`src/rtl/rgb_stream_packer_if.sv`:
```
// Pixel-side and AXI4-Stream-side bundles for rgb_stream_packer.
// master drives the payload, slave drives the ready.

interface rgb_pixel_if;
    logic [7:0] r;
    logic [7:0] g;
    logic [7:0] b;
    logic       valid;
    logic       sof;
    logic       eol;
    logic       ready;

    modport master (output r, g, b, valid, sof, eol, input ready);
    modport slave  (input r, g, b, valid, sof, eol, output ready);
endinterface

interface rgb_axis_if;
    logic [31:0] tdata;
    logic [3:0]  tkeep;
    logic        tlast;
    logic        tuser;
    logic        tvalid;
    logic        tready;

    modport master (output tdata, tkeep, tlast, tuser, tvalid, input tready);
    modport slave  (input tdata, tkeep, tlast, tuser, tvalid, output tready);
endinterface

```
`src/rtl/rgb_stream_packer.sv`:
```
// Packs 24-bit RGB pixels 4:3 into 32-bit AXI4-Stream words, zero-padding line ends.
// Define PACKER_XRGB_EN to emit one pixel per word ({8'h00,b,g,r}) instead.

module rgb_stream_packer (
    input  logic       aclk,
    input  logic       areset,
    rgb_pixel_if.slave pix,
    rgb_axis_if.master axis,
    output logic       sync_err
);

    typedef enum logic {PACK, FLUSH} state_t;

    state_t      state_q, state_d;
    logic [1:0]  phase_q, phase_d;
    logic [23:0] left_q, left_d;
    logic [3:0]  fkeep_q, fkeep_d;
    logic        sof_pend_q, sof_pend_d;

    logic [31:0] tdata_p0;
    logic [3:0]  tkeep_p0;
    logic        tlast_p0;
    logic        tuser_p0;
    logic        vld_p0;

    logic        push;
    logic [31:0] push_data;
    logic [3:0]  push_keep;
    logic        push_last;
    logic        push_user;
    logic        serr_d;

    logic        slot_free;
    logic        acc;
    logic [1:0]  eff_phase;
    logic        pend_sof;

    assign slot_free = !vld_p0 || axis.tready;
    assign pix.ready = (state_q == PACK) && slot_free;
    assign acc       = pix.valid && pix.ready;
    // A sof pixel always restarts the group, whatever phase we were in.
    assign eff_phase = pix.sof ? 2'd0 : phase_q;
    assign pend_sof  = sof_pend_q || pix.sof;

    always_comb begin
        state_d    = state_q;
        phase_d    = phase_q;
        left_d     = left_q;
        fkeep_d    = fkeep_q;
        sof_pend_d = sof_pend_q;
        push       = 1'b0;
        push_data  = 32'h0;
        push_keep  = 4'h0;
        push_last  = 1'b0;
        push_user  = 1'b0;
        serr_d     = 1'b0;
`ifdef PACKER_XRGB_EN
        if (acc) begin
            push      = 1'b1;
            push_data = {8'h00, pix.b, pix.g, pix.r};
            push_keep = 4'hF;
            push_last = pix.eol;
            push_user = pix.sof;
        end
`else
        case (state_q)
            PACK: begin
                if (acc) begin
                    serr_d = pix.sof && (phase_q != 2'd0);
                    case (eff_phase)
                        2'd0: begin
                            if (pix.eol) begin
                                push       = 1'b1;
                                push_data  = {8'h00, pix.b, pix.g, pix.r};
                                push_keep  = 4'h7;
                                push_last  = 1'b1;
                                push_user  = pend_sof;
                                sof_pend_d = 1'b0;
                                left_d     = 24'h0;
                                phase_d    = 2'd0;
                            end else begin
                                left_d     = {pix.b, pix.g, pix.r};
                                sof_pend_d = pend_sof;
                                phase_d    = 2'd1;
                            end
                        end
                        2'd1: begin
                            push       = 1'b1;
                            push_data  = {pix.r, left_q};
                            push_keep  = 4'hF;
                            push_user  = pend_sof;
                            sof_pend_d = 1'b0;
                            left_d     = {8'h00, pix.b, pix.g};
                            if (pix.eol) begin
                                fkeep_d = 4'h3;
                                state_d = FLUSH;
                                phase_d = 2'd0;
                            end else begin
                                phase_d = 2'd2;
                            end
                        end
                        2'd2: begin
                            push       = 1'b1;
                            push_data  = {pix.g, pix.r, left_q[15:0]};
                            push_keep  = 4'hF;
                            push_user  = pend_sof;
                            sof_pend_d = 1'b0;
                            left_d     = {16'h0000, pix.b};
                            if (pix.eol) begin
                                fkeep_d = 4'h1;
                                state_d = FLUSH;
                                phase_d = 2'd0;
                            end else begin
                                phase_d = 2'd3;
                            end
                        end
                        default: begin
                            push       = 1'b1;
                            push_data  = {pix.b, pix.g, pix.r, left_q[7:0]};
                            push_keep  = 4'hF;
                            push_last  = pix.eol;
                            push_user  = pend_sof;
                            sof_pend_d = 1'b0;
                            left_d     = 24'h0;
                            phase_d    = 2'd0;
                        end
                    endcase
                end
            end
            FLUSH: begin
                // Leftover bytes above the kept count are already zero.
                if (slot_free) begin
                    push       = 1'b1;
                    push_data  = {8'h00, left_q};
                    push_keep  = fkeep_q;
                    push_last  = 1'b1;
                    push_user  = sof_pend_q;
                    sof_pend_d = 1'b0;
                    left_d     = 24'h0;
                    state_d    = PACK;
                end
            end
            default: state_d = PACK;
        endcase
`endif
    end

    always_ff @(posedge aclk or posedge areset) begin
        if (areset) begin
            state_q    <= PACK;
            phase_q    <= 2'd0;
            left_q     <= 24'h0;
            fkeep_q    <= 4'h0;
            sof_pend_q <= 1'b0;
            sync_err   <= 1'b0;
        end else begin
            state_q    <= state_d;
            phase_q    <= phase_d;
            left_q     <= left_d;
            fkeep_q    <= fkeep_d;
            sof_pend_q <= sof_pend_d;
            sync_err   <= serr_d;
        end
    end

    // Stage p0: single-entry output register, held while stalled by tready.
    always_ff @(posedge aclk or posedge areset) begin
        if (areset) begin
            vld_p0   <= 1'b0;
            tdata_p0 <= 32'h0;
            tkeep_p0 <= 4'h0;
            tlast_p0 <= 1'b0;
            tuser_p0 <= 1'b0;
        end else if (push) begin
            vld_p0   <= 1'b1;
            tdata_p0 <= push_data;
            tkeep_p0 <= push_keep;
            tlast_p0 <= push_last;
            tuser_p0 <= push_user;
        end else if (axis.tready) begin
            vld_p0   <= 1'b0;
        end
    end

    assign axis.tvalid = vld_p0;
    assign axis.tdata  = tdata_p0;
    assign axis.tkeep  = tkeep_p0;
    assign axis.tlast  = tlast_p0;
    assign axis.tuser  = tuser_p0;

endmodule

```
`src/flat_wrapper.sv`:
```
// flat-port wrapper written by rule: the top's interface ports become plain ports
module rgb_stream_packer_flat 
  (aclk, areset, sync_err, pix_r, pix_g, pix_b, pix_valid, pix_sof, pix_eol, pix_ready, axis_tdata, axis_tkeep, axis_tlast, axis_tuser, axis_tvalid, axis_tready);
  rgb_pixel_if pix_i ();
  rgb_axis_if axis_i ();
  input  logic aclk;
  input  logic areset;
  output logic sync_err;
  input wire logic [$bits(pix_i.r)-1:0] pix_r;
  input wire logic [$bits(pix_i.g)-1:0] pix_g;
  input wire logic [$bits(pix_i.b)-1:0] pix_b;
  input wire logic [$bits(pix_i.valid)-1:0] pix_valid;
  input wire logic [$bits(pix_i.sof)-1:0] pix_sof;
  input wire logic [$bits(pix_i.eol)-1:0] pix_eol;
  output wire logic [$bits(pix_i.ready)-1:0] pix_ready;
  output wire logic [$bits(axis_i.tdata)-1:0] axis_tdata;
  output wire logic [$bits(axis_i.tkeep)-1:0] axis_tkeep;
  output wire logic [$bits(axis_i.tlast)-1:0] axis_tlast;
  output wire logic [$bits(axis_i.tuser)-1:0] axis_tuser;
  output wire logic [$bits(axis_i.tvalid)-1:0] axis_tvalid;
  input wire logic [$bits(axis_i.tready)-1:0] axis_tready;
  assign pix_i.r = pix_r;
  assign pix_i.g = pix_g;
  assign pix_i.b = pix_b;
  assign pix_i.valid = pix_valid;
  assign pix_i.sof = pix_sof;
  assign pix_i.eol = pix_eol;
  assign pix_ready = pix_i.ready;
  assign axis_tdata = axis_i.tdata;
  assign axis_tkeep = axis_i.tkeep;
  assign axis_tlast = axis_i.tlast;
  assign axis_tuser = axis_i.tuser;
  assign axis_tvalid = axis_i.tvalid;
  assign axis_i.tready = axis_tready;
  rgb_stream_packer u_core (.aclk(aclk), .areset(areset), .pix(pix_i), .axis(axis_i), .sync_err(sync_err));
endmodule
```
`config.mk`:
```
export PLATFORM = sky130hd
export DESIGN_NAME = rgb_stream_packer_flat
export DESIGN_NICKNAME = d
export VERILOG_FILES = /design/src/rtl/rgb_stream_packer_if.sv /design/src/rtl/rgb_stream_packer.sv /design/src/flat_wrapper.sv
export SDC_FILE = /design/constraint.sdc
export NUM_CORES = 1
export LEC_CHECK = 0
export ABC_AREA = 0
export BUFFER_PORTS_ARGS = -buffer_cell sky130_fd_sc_hd__buf_2
export CAP_MARGIN = 5
export CORE_ASPECT_RATIO = 0.6
export CORE_MARGIN = 1.5
export CORE_UTILIZATION = 35
export CTS_CLUSTER_DIAMETER = 80
export DETAILED_ROUTE_END_ITERATION = 7
export PLACE_DENSITY_LB_ADDON = 0.1
export SYNTH_ARGS = -nofsm -noshare
export SYNTH_HDL_FRONTEND = slang
export SYNTH_SLANG_ARGS = --single-unit
```
`constraint.sdc`:
```
create_clock -name aclk -period 4.1 [get_ports aclk]
set_input_delay 0.41 -clock aclk [delete_from_list [all_inputs] [get_ports aclk]]
set_output_delay 0.41 -clock aclk [all_outputs]
set_load 0.05 [all_outputs]
```
After elaboration in Yosys (flattened, before gate mapping)

Index checks and enable logic that the tools add are counted.

Flip-flop bits (word level): 72
Output and inout port bits: 41

Eq/ne operators: 6
Multiplexer cells: 49
Bitwise gates (word level): 1
Reductions and logical operators: 14

Operators by type and width:

| kind                 | count |
|---|---|
| $mux W24             | 5 |
| $pmux W32 S3         | 1 |
| $pmux W24 S3         | 1 |
| $pmux W32 S2         | 1 |
| $pmux W24 S2         | 1 |
| $mux W32             | 1 |
| $mux W1              | 21 |
| $mux W4              | 5 |
| $pmux W4 S2          | 2 |
| $pmux W1 S2          | 6 |
| $mux W2              | 3 |
| $ne A2 B2 Y1 const B | 3 |
| $pmux W2 S3          | 1 |
| $reduce_bool A2 Y1   | 3 |
| $reduce_and A5 Y1    | 1 |
| $reduce_and A2 Y1    | 2 |
| $logic_and A1 B1 Y1  | 3 |
| $mux W3              | 1 |
| $eq A2 B1 Y1 const B | 1 |
| $eq A2 B2 Y1 const B | 1 |
| $logic_not A2 Y1     | 1 |
| $logic_or A1 B1 Y1   | 2 |
| $ne A2 B1 Y1 const B | 1 |
| $reduce_or A2 Y1     | 1 |
| 2 further kinds      | 2 |

Depth between registers and ports, before layout

Word-level depth: 7
Mapped depth: 10
Gate-level depth less buffers: 7

Worst setup path after synthesis

No wires, ideal clock.

Path type: reg-to-output
Start point: register u_core.vld_p0 (netlist: u_core.axis.tvalid)
End point: output port pix_ready
Data arrival time: 1463 ps
Data required time: 3690 ps
Setup slack: 2227 ps
Cell stages (with the launch flop): 3
Cell sequence: dfrtp_1 nor2b_1 nor2_1

Word-level cells in the longest chain between the ends: 3

Ends and longest elaborated chain:

| what                   | RTL line                 | text |
|---|---|---|
| start, declared        | rgb_stream_packer.sv:24  | `logic vld_p0;` |
| start signal, assigned | rgb_stream_packer.sv:169 | `vld_p0 <= 1'b0;` |
| start signal, assigned | rgb_stream_packer.sv:175 | `vld_p0 <= 1'b1;` |
| start signal, assigned | rgb_stream_packer.sv:181 | `vld_p0 <= 1'b0;` |
| $logic_not A1 Y1       | rgb_stream_packer.sv:38  | `assign slot_free = !vld_p0 \|\| axis.tready;` |
| $logic_or A1 B1 Y1     | rgb_stream_packer.sv:38  |  |
| $logic_and A1 B1 Y1    | rgb_stream_packer.sv:39  | `assign pix.ready = (state_q == PACK) && slot_free;` |
| end, declared          | flat_wrapper.sv:15       | `output wire logic [$bits(pix_i.ready)-1:0] pix_ready;` |

No other way between the ends.

Worst setup path in the final report

Start point: register u_core.phase_q[1]
End point: register u_core.left_q[19]

Word-level cells in the longest chain between the ends: 5
Elaborated cells between the ends (all ways): 7
Those cells by class: eq/ne (2); mux (4); reduce/logical (1)

Ends and longest elaborated chain:

| what                                 | RTL line                 | text |
|---|---|---|
| start, declared                      | rgb_stream_packer.sv:15  | `logic [1:0] phase_q, phase_d;` |
| start signal, assigned               | rgb_stream_packer.sv:158 | `phase_q <= phase_d;` |
| $mux W2 *                            | rgb_stream_packer.sv:42  | `assign eff_phase = pix.sof ? 2'd0 : phase_q;` |
| $eq A2 B2 Y1 (tied with other cells) | rgb_stream_packer.sv:70  | `case (eff_phase)` |
| $pmux W24 S3 *                       | rgb_stream_packer.sv:70  |  |
| $mux W24 *                           | rgb_stream_packer.sv:68  | `if (acc) begin` |
| $pmux W24 S2 *                       | rgb_stream_packer.sv:66  | `case (state_q)` |
| end signal, assigned                 | rgb_stream_packer.sv:159 | `left_q <= left_d;` |
| end, declared                        | rgb_stream_packer.sv:16  | `logic [23:0] left_q, left_d;` |

Mark *: on every way between the ends. The rest lies on a longest branch, timed or not. The select of a mux whose other input is x is not followed.
A chain may end at the register's enable or synchronous reset.

==> results.ini <==
[worst_setup_path]
worst-setup-path-type=flip-flop to flip-flop
cp_max_fo=20
crit_buf_inv=2
slowest_delay_ps=620
startpoint_type=flip-flop
critPathArrivalTime_ps=2720
critical_path_required_ps=4370
delay_heaviest_family_cp=simple AND/OR/NAND/NOR gates
timing.critical_path.to_type=flip-flop
crit_slowest_cell=nor2b_1
path_cells=nand2b_1 > inv_1 > ha_1 > nor3_4 > buf_4 > nor2b_1 > a22o_1

[final_layout]
mostFrequentLayoutCells=buf_2 (70), dfrtp_1 (70), nand2_1 (48)
layout-drive-gt1-share_pct=24.16
syn2layout_area_growth_pct=16.75
cell_area_after_layout_sq_um=4290
final_net_count=448
fin_cells=553
antennaDiodeCount=0
finished_core_util_pct=42.82
layout_filler_cell_count=1019

[placed_design]
placed_area_sq_um=4021
io_buffer_count=70
place_congestion=0.7844
dp_hpwl_um=8073
post-place-cells=538
worst_setup_slack_after_placement_ps=1458

[floorplanning]
core_sq_um=10020
floorplan.die_area_sq_um=11140
die_h_um=82.37
floorplan.initialDensity_pct=36.68
die_width_um=135.3
ios=71
rows=28

[timing]
final_min_period_over_clock_period_pct=59.95
max_slew_headroom_pct=24.97
fmaxAchievable_ghz=0.4069
rsz0062_at_grt=false
final_worst_path_period_need_ps=2458
fin_ws_ps=1642
setup-violations-final=0
hold_viol=0
finalSetupTns_ps=0
clock_skew_ps=6.868
tightest_slew_ps=1120
hold_ws_ps=300.9
slew_violations=0

[route]
drt-pass1-iter-count=5
vias_per_cell=5.861
drt-total-wl_um=12250
first_iter_violations=224
num_vias=3241
wl_per_cell_um=22.16
post-route-drc-count=0
postRouteAntennaNets=0

[pwr]
power_density_normalized_to_cell_area_nw_per_um2=666.9
ir_drop_mv=0.2288
power_total_mw=2.861
leakage_nw=1.937

[clock_network]
cts_buffers=9
cts_repair_resize_count=0
h-tree-depth=3
cts_tree=yes
cts.path.max_buffers=2
cts_setup_buffers=0
clk_latency_ps=340
tritoncts_num_sinks=70
clkTransAtPathRegs_ps=60
clock_tree.root_cell=clkbuf_16
hold_buffers=0

[flow_run]
maxCapViolations=0

[global_routing]
global_route.usage.total_pct=23.20
grt_pass1_vias=3070
globalRoute.totalOverflow=0
grt_first_pass_wirelength_um=18740
grt_antenna_before_repair=0
pin_count_of_the_biggest_net_entering_global_routing=45

[logic_synthesis]
synth_edf_count=0
yosys_warning_count=0
synth_async_sr_flop_share_pct=100.0
yosys_register_bits=70
syn_area_per_cell_sq_um=10.21
post_synth_inst_count=360
seq_area_frac_synth_pct=47.67
synth_cell_types=41
postSynth.topFlopCell=dfrtp_1
post_synthesis_instance_area_sq_um=3675
syn_nets=394

[worst_hold_path]
hp-class=input pin to asynchronous set/reset pin

[status]
run_status=complete, no violations

## worst reg2reg max path: stages (launching register included)
cell	delay, ps
dfrtp_1	390
nand2b_1	140
inv_1	80
ha_1	430
nor3_4	230
buf_4	260
nor2b_1	630
a22o_1	230
## sequential cells by signal, summed over array words and instances (netlist names)
| register | cells |
|---|---|
| u_core.fkeep_q | 2 |
| u_core.axis.tlast | 1 |
| u_core.axis.tdata | 32 |
| u_core.sof_pend_q | 1 |
| u_core.left_q | 24 |
| u_core.axis.tvalid | 1 |
| u_core.sync_err | 1 |
| u_core.axis.tkeep | 4 |
| u_core.phase_q | 2 |
| u_core.axis.tuser | 1 |
| u_core.state_q | 1 |
## synthesized netlist by cell type, types with 6 or more instances
cell / n / area, sq um
a21oi_1: 16 / 80.08
a221o_1: 24 / 240.2
a221oi_1: 8 / 70.07
a22o_1: 16 / 140.1
a22oi_1: 40 / 300.3
buf_2: 15 / 75.07
buf_6: 7 / 78.83
clkbuf_1: 6 / 22.52
dfrtp_1: 70 / 1752
nand2_1: 48 / 180.2
nor2b_1: 18 / 112.6
nor3_1: 8 / 40.04
o21ai_0: 27 / 135.1
o31ai_1: 8 / 60.06
## power breakdown
part	internal [mW]	switching [mW]
logic	0.299	0.812
clock network	0.439	0.289
registers	0.887	0.135
total	1.62	1.24
## final timing paths
path | startpoint | to | slack (ps) | cells past startpoint
worst max-delay path | u_core.phase_q[1] | u_core.left_q[19] | 1640 | 7
worst max register to register | u_core.phase_q[1] | u_core.left_q[19] | 1640 | 7
min in group aclk | pix_sof | u_core.sync_err | 360 | 3
worst min register to register | u_core.axis.tkeep[2] | u_core.axis.tkeep[2] | 480 | 2
worst min-delay path | areset | u_core.fkeep_q[0] | 300 | 2
max in group asynchronous | areset | u_core.left_q[2] | 2860 | 3
## routing by layer
metal | track usage [%] | vias to the layer above | part of all wire, %
li1 | - | 1482 | -
met4 | 5.484 | 0 | 1.0
met2 | 32.76 | 150 | 41
met5 | 0 | - | 0
met3 | 7.448 | 16 | 9.2
met1 | 34.12 | 1593 | 49
## cell families after synthesis
logic type | after synthesis | share of synthesized area, %
compound gates | 150 | 30.92
flops | 70 | 47.67
fa+ha+maj | 4 | 1.362
simple gates | 97 | 13.42
buf+inv | 39 | 6.639
## area by class of cell
type                       instances  area, sq um  share of cell area (%)
timing repair buffer              77        402.9                   9.390
tap                              135        168.9                   3.937
clock inverter                     1        5.005                  0.1167
clock buffer                      14        264.0                   6.153
sequential                        70         1752                   40.83
multi-input combinational        251         1679                   39.14
inverter                           5        18.77                  0.4374
No activity file was read; power rests on OpenSTA's default activity.
